### config.mk
export PLATFORM = sky130hd
export DESIGN_NAME = ones_count_acc
export DESIGN_NICKNAME = d
export VERILOG_FILES = /design/src/rtl/ones_count_pkg.sv /design/src/rtl/ones_counter.sv /design/src/rtl/ones_count_acc.sv
export SDC_FILE = /design/constraint.sdc
export NUM_CORES = 1
export LEC_CHECK = 0
export ABC_AREA = 1
export CAP_MARGIN = 20
export CORE_MARGIN = 3
export CORE_UTILIZATION = 40
export DETAILED_ROUTE_END_ITERATION = 10
export PLACE_DENSITY_LB_ADDON = 0.1
export SLEW_MARGIN = 0
export SYNTH_ARGS = -nofsm -noshare
export SYNTH_HDL_FRONTEND = slang
export SYNTH_SLANG_ARGS = --single-unit
### constraint.sdc
create_clock -name clk_i -period 3 [get_ports clk_i]
set_input_delay 0.6 -clock clk_i [delete_from_list [all_inputs] [get_ports clk_i]]
set_output_delay 0.6 -clock clk_i [all_outputs]
set_load 0.005 [all_outputs]
### src/rtl/ones_count_pkg.sv
// Shared types and saturating-add helpers for the per-frame ones-count accumulator.
package ones_count_pkg;

    typedef enum logic [1:0] {
        IDLE  = 2'd0,
        ACCUM = 2'd1,
        HOLD  = 2'd2
    } oc_state_t;

    // Operands are carried at this width; callers must keep w <= SAT_MAX_W.
    localparam int SAT_MAX_W = 32;

    function automatic logic [SAT_MAX_W:0] sat_limit(input int w);
        return ((SAT_MAX_W + 1)'(1) << w) - (SAT_MAX_W + 1)'(1);
    endfunction

    function automatic logic sat_ovf(input logic [SAT_MAX_W-1:0] a,
                                     input logic [SAT_MAX_W-1:0] b,
                                     input int w);
        logic [SAT_MAX_W:0] sum;
        sum = {1'b0, a} + {1'b0, b};
        return sum > sat_limit(w);
    endfunction

    function automatic logic [SAT_MAX_W-1:0] sat_add(input logic [SAT_MAX_W-1:0] a,
                                                     input logic [SAT_MAX_W-1:0] b,
                                                     input int w);
        logic [SAT_MAX_W:0] sum;
        logic [SAT_MAX_W:0] lim;
        sum = {1'b0, a} + {1'b0, b};
        lim = sat_limit(w);
        return (sum > lim) ? lim[SAT_MAX_W-1:0] : sum[SAT_MAX_W-1:0];
    endfunction

endpackage

### src/rtl/ones_counter.sv
// Combinational population count of one beat; generalises the three-input lab counter.
module ones_counter #(
    parameter int WIDTH = 8
) (
    input  logic [WIDTH-1:0]         data_i,
    output logic [$clog2(WIDTH+1)-1:0] count_o
);

    localparam int CNT_W = $clog2(WIDTH + 1);

    always_comb begin
        count_o = '0;
        for (int i = 0; i < WIDTH; i++) begin
            count_o = count_o + CNT_W'(data_i[i]);
        end
    end

endmodule

### src/rtl/ones_count_acc.sv
// Per-frame ones-count accumulator with valid/ready input and registered frame result.
//   state | meaning
//   IDLE  | no frame open, accumulator empty
//   ACCUM | frame open, summing beats until in_last
//   HOLD  | frame total presented on out_valid, waiting for out_ready
module ones_count_acc
    import ones_count_pkg::*;
#(
    parameter int WIDTH = 8,
    parameter int ACC_W = 16
) (
    input  logic             clk_i,
    input  logic             rst_n_i,
    input  logic             clear_i,
    input  logic             in_valid_i,
    output logic             in_ready_o,
    input  logic [WIDTH-1:0] in_data_i,
    input  logic             in_last_i,
    output logic             out_valid_o,
    input  logic             out_ready_i,
    output logic [ACC_W-1:0] out_count_o,
    output logic             out_sat_o,
    output logic             busy_o
);

    localparam int CNT_W = $clog2(WIDTH + 1);

    oc_state_t        state_q, state_d;
    logic [ACC_W-1:0] acc_q, acc_d;
    logic             sat_q, sat_d;
    logic [ACC_W-1:0] res_q, res_d;
    logic             res_sat_q, res_sat_d;

    logic [CNT_W-1:0] beat_cnt;
    logic             accept;
    logic [ACC_W-1:0] base_acc;
    logic             base_sat;
    logic [ACC_W-1:0] sum_val;
    logic             sum_sat;

    ones_counter #(.WIDTH(WIDTH)) u_ones_counter (
        .data_i  (in_data_i),
        .count_o (beat_cnt)
    );

    assign accept = in_valid_i && in_ready_o && !clear_i;

    // A beat taken in IDLE or HOLD seeds a fresh frame, so only ACCUM carries history.
    assign base_acc = (state_q == ACCUM) ? acc_q : '0;
    assign base_sat = (state_q == ACCUM) && sat_q;
    assign sum_val  = ACC_W'(sat_add(SAT_MAX_W'(base_acc), SAT_MAX_W'(beat_cnt), ACC_W));
    assign sum_sat  = base_sat || sat_ovf(SAT_MAX_W'(base_acc), SAT_MAX_W'(beat_cnt), ACC_W);

    always_ff @(posedge clk_i or negedge rst_n_i) begin
        if (!rst_n_i) begin
            state_q <= IDLE;
        end else begin
            state_q <= state_d;
        end
    end

    always_comb begin
        state_d = state_q;
        if (clear_i) begin
            state_d = IDLE;
        end else begin
            case (state_q)
                IDLE: begin
                    if (accept) state_d = in_last_i ? HOLD : ACCUM;
                end
                ACCUM: begin
                    if (accept && in_last_i) state_d = HOLD;
                end
                HOLD: begin
                    if (out_ready_i) begin
                        if (accept) state_d = in_last_i ? HOLD : ACCUM;
                        else        state_d = IDLE;
                    end
                end
                default: state_d = IDLE;
            endcase
        end
    end

    always_comb begin
        in_ready_o  = 1'b1;
        out_valid_o = 1'b0;
        busy_o      = 1'b0;
        case (state_q)
            ACCUM: busy_o = 1'b1;
            HOLD: begin
                in_ready_o  = out_ready_i;
                out_valid_o = 1'b1;
                busy_o      = 1'b1;
            end
            default: ;
        endcase
    end

    always_comb begin
        acc_d     = acc_q;
        sat_d     = sat_q;
        res_d     = res_q;
        res_sat_d = res_sat_q;
        if (clear_i) begin
            acc_d     = '0;
            sat_d     = 1'b0;
            res_d     = '0;
            res_sat_d = 1'b0;
        end else if (accept) begin
            if (in_last_i) begin
                res_d     = sum_val;
                res_sat_d = sum_sat;
                acc_d     = '0;
                sat_d     = 1'b0;
            end else begin
                acc_d = sum_val;
                sat_d = sum_sat;
            end
        end
    end

    always_ff @(posedge clk_i or negedge rst_n_i) begin
        if (!rst_n_i) begin
            acc_q     <= '0;
            sat_q     <= 1'b0;
            res_q     <= '0;
            res_sat_q <= 1'b0;
        end else begin
            acc_q     <= acc_d;
            sat_q     <= sat_d;
            res_q     <= res_d;
            res_sat_q <= res_sat_d;
        end
    end

    assign out_count_o = res_q;
    assign out_sat_o   = res_sat_q;

endmodule

==> reports/metrics.yaml <==
status:
  outcome: "finished with violations"
  violations: "negative setup slack"
sta:
  finalCriticalPeriod_ps: 3710
  timing.final.max_slew_violations: 0
  worst_clock_skew_ps: 6.01
  finalHoldViolCount: 0
  worst_slew_pin_slew_ps: 1090
  timing.final.crit_share_pct: 124
  setup-violations-final: 34
  whs_ps: 388
  timing.fmax_mhz: 269
  rsz0062_at_grt: "yes"
  worst_slack_ps: -713
  slew_headroom_pct: 27.3
power:
  power.share.clock_pct: 32.9
  vdd_ir_drop_max_mv: 0.238
  pwr-share-seq_pct: 39.4
  p_comb_share_pct: 27.7
  p_leak_nw: 1.81
  power_w: 0.00130
  power_density_nw_per_um2: 392
  internal_power_w: 0.000910
  p_sw_share_pct: 29.9
  switchingPower_w: 0.000388
drt:
  ant_nets: 0
  drc: 0
  wl_mm: 6.08
  drt_first_pass_iters: 4
  viasPerCell: 4.83
  vias: 2290
  wire_per_inst_um: 12.8
  drt_iter0_drc: 102
synth:
  synth-seq-cells: 36
  synth_top_area_share_pct: 37.3
  synthArstFlopShare_pct: 100
  synth_top_area_cell: "dfrtp_1"
  synth.distinct_cells: 24
  netlist_area_um2: 2420
  yosys-top-cells-area: "dfrtp_1, nand2_1, inv_1"
  synth-edff-count: 0
  yosys_warnings: 0
  seq_area_frac_synth_pct: 37.3
  syn_inst: 348
  avgSynthCellArea_um2: 6.95
  synth_ff_type: "dfrtp_1"
  syn_nets: 378
floorplanning:
  core_area_um2: 5680
  io_pins: 34
  start_util_pct: 42.6
  rows: 27
  dieWidth_um: 83.7
  die_y_um: 83.7
  die-area_um2: 7010
placed_design:
  pre_cts_slack_ps: -1470
  postPlaceCellArea_um2: 2940
  place_hpwl_mm: 4.29
  io_buffers: 33
  dp.cells: 461
  gp_congestion: 0.918
grt:
  grt_max_degree: 37
  grt_first_pass_wirelength_mm: 10.5
  grt_pass1_vias: 2267
  grt_antenna_before_repair: 0
  grt_usage_pct: 18.2
  grt.overflow.total: 0
clock_network:
  clk_pin_slew_ps: 80
  cts_buffer_depth: 2
  cts_buffers: 5
  cts_tree: "built"
  clockRootBuffer: "clkbuf_8"
  cts_sinks: 36
  worstSkewPairLatency_ps: 290
  htree_num_levels: 2
worst_setup_path:
  critPathCapture: "out_count_o[10]"
  cp_slowest_cell: "fa_2"
  crit_path_end_kind: "register"
  start_kind: "input pin"
  reg2reg_slack_ps: 610
  crit_type: "in -> reg"
  path_cells: "buf_6 -> ha_4 -> inv_2 -> fa_1 -> fa_1 -> fa_2 -> inv_2 -> fa_2 -> inv_2 -> fa_2 -> nor2_4 -> nor2_4 -> nor2_8 -> buf_6 -> nand2_2 -> nand2_1 -> nand3_2 -> nand2_1 -> nand2_1"
  rr_endpoint: "acc_q[15]"
  cp_data_required_time_ps: 3190
  cp-startpoint: "in_data_i[0]"
  rr_worst_depth: 15
  critPathMaxFanout: 6
  max_stage_delay_ps: 550
  r2r_start: "state_q[1]"
  critPathArrivalTime_ps: 3900
finish:
  design_area_um2: 3310
  syn_to_final_growth_pct: 36.8
  drive_gt1_share_pct: 23.6
  fin_cells: 474
  fin_nets: 431
  insertedDiodeCount: 0
run:
  max_cap_violations: 0
hold_path:
  hold_path.class: "in -> async"
sequential cells by signal (all words and copies together), names as in the netlist:
signal	cells
acc_q	16
out_count_o	16
out_sat_o	1
sat_q	1
state_q	2
cell usage after synthesis (3+ instances only):
cell and number:
nand3_2 4, ha_1 11, fa_1 5, nand3_1 30, nor2_1 18, nor2_2 3
dfrtp_1 36, inv_1 45, o21ai_0 9, inv_2 4, nand2_1 162
critical path: cells and delay by family:
kind	cells	cell delay, ps
adders and majority gates	6	2330
buffers and inverters	5	340
and+or+nand+nor	8	630
metrics by stage:
| step | util [%] | setup TNS (ps) |
|---|---|---|
| after global routing | 58.3 | -27950 |
| after detailed placement | 51.9 | -47910 |
| after floorplan | - | -23950 |
| after CTS | 55.5 | -29170 |
| final | 58.3 | -23070 |
| after global placement | 51.9 | -46390 |
area by class of cell:
type | count | area, µm²
Clock inverter | 3 | 42.5
Tap cell | 72 | 90.1
Multi-Input combinational cell | 257 | 1550
Timing Repair Buffer | 51 | 472
Inverter | 50 | 188
Sequential cell | 36 | 901
Fill cell | 551 | 2370
Clock buffer | 5 | 68.8
worst min-delay path by stage:
| stage | start | endpoint | cells after the start |
|---|---|---|---|
| after floorplan | rst_n_i | acc_q[0] | 0 |
| after global placement | out_count_o[4] | out_count_o[4] | 2 |
| after detailed placement | out_count_o[4] | out_count_o[4] | 2 |
| after CTS | rst_n_i | acc_q[10] | 1 |
| after global routing | rst_n_i | out_count_o[10] | 1 |
| final | rst_n_i | acc_q[15] | 1 |
kinds of logic (layout without fill, tap and decap cells):
group / Yosys count / after routing / share of synthesized area (%)
DFF: 36 / 36 / 37.3
buffers and inverters: 57 / 109 / 9.73
xor gates and xnor gates: 4 / 4 / 1.45
adders and majority gates: 16 / 16 / 9.83
AOI/OAI and AO/OA: 14 / 14 / 3.05
and+or+nand+nor: 221 / 223 / 38.7
power by group through the flow:
stage	sequential, W	combinational, W	clock, W
6_report	0.000512	0.000359	0.000427
5_1_grt	0.000514	0.000403	0.000462
4_1_cts	0.000512	0.000324	0.000441
3_5_place_dp	0.000521	0.000311	0
3_3_place_gp	0.000522	0.000308	0
2_1_floorplan	0.000519	0.000190	0
metal layers:
metal  up-vias  share of wire [%]  GRT usage [%]
li1       1162                  -              -
met1      1061                 50           26.2
met2        55                 44           27.2
met3        12                4.3           3.75
met4         0                2.0           6.29
met5         -                  0              0
layout by cell type, fill, tap and decap left out, types with 3 or more instances in the layout:
cell	n
buf_6	5
nand2_1	136
o21ai_1	5
nand2_4	3
dfrtp_1	36
inv_1	42
clkdlybuf4s50_1	28
nor2_2	3
clkbuf_8	5
nand2_2	25
ha_1	9
nor2_1	16
buf_4	15
nand3_4	8
nand3_2	8
o21ai_0	5
nand3_1	21
fa_2	3
inv_2	7
timing repair:
item / 4_1_cts / 5_1_grt
setup buffers: 1 / 2
gates resized for setup: 28 / 35
pin swaps: 19 / 20
endpoints found under the setup margin: 34 / 34
cloned: 2 / 0
hold buffers: 0 / 0
Note: power is estimated with default switching activity, not from simulation.
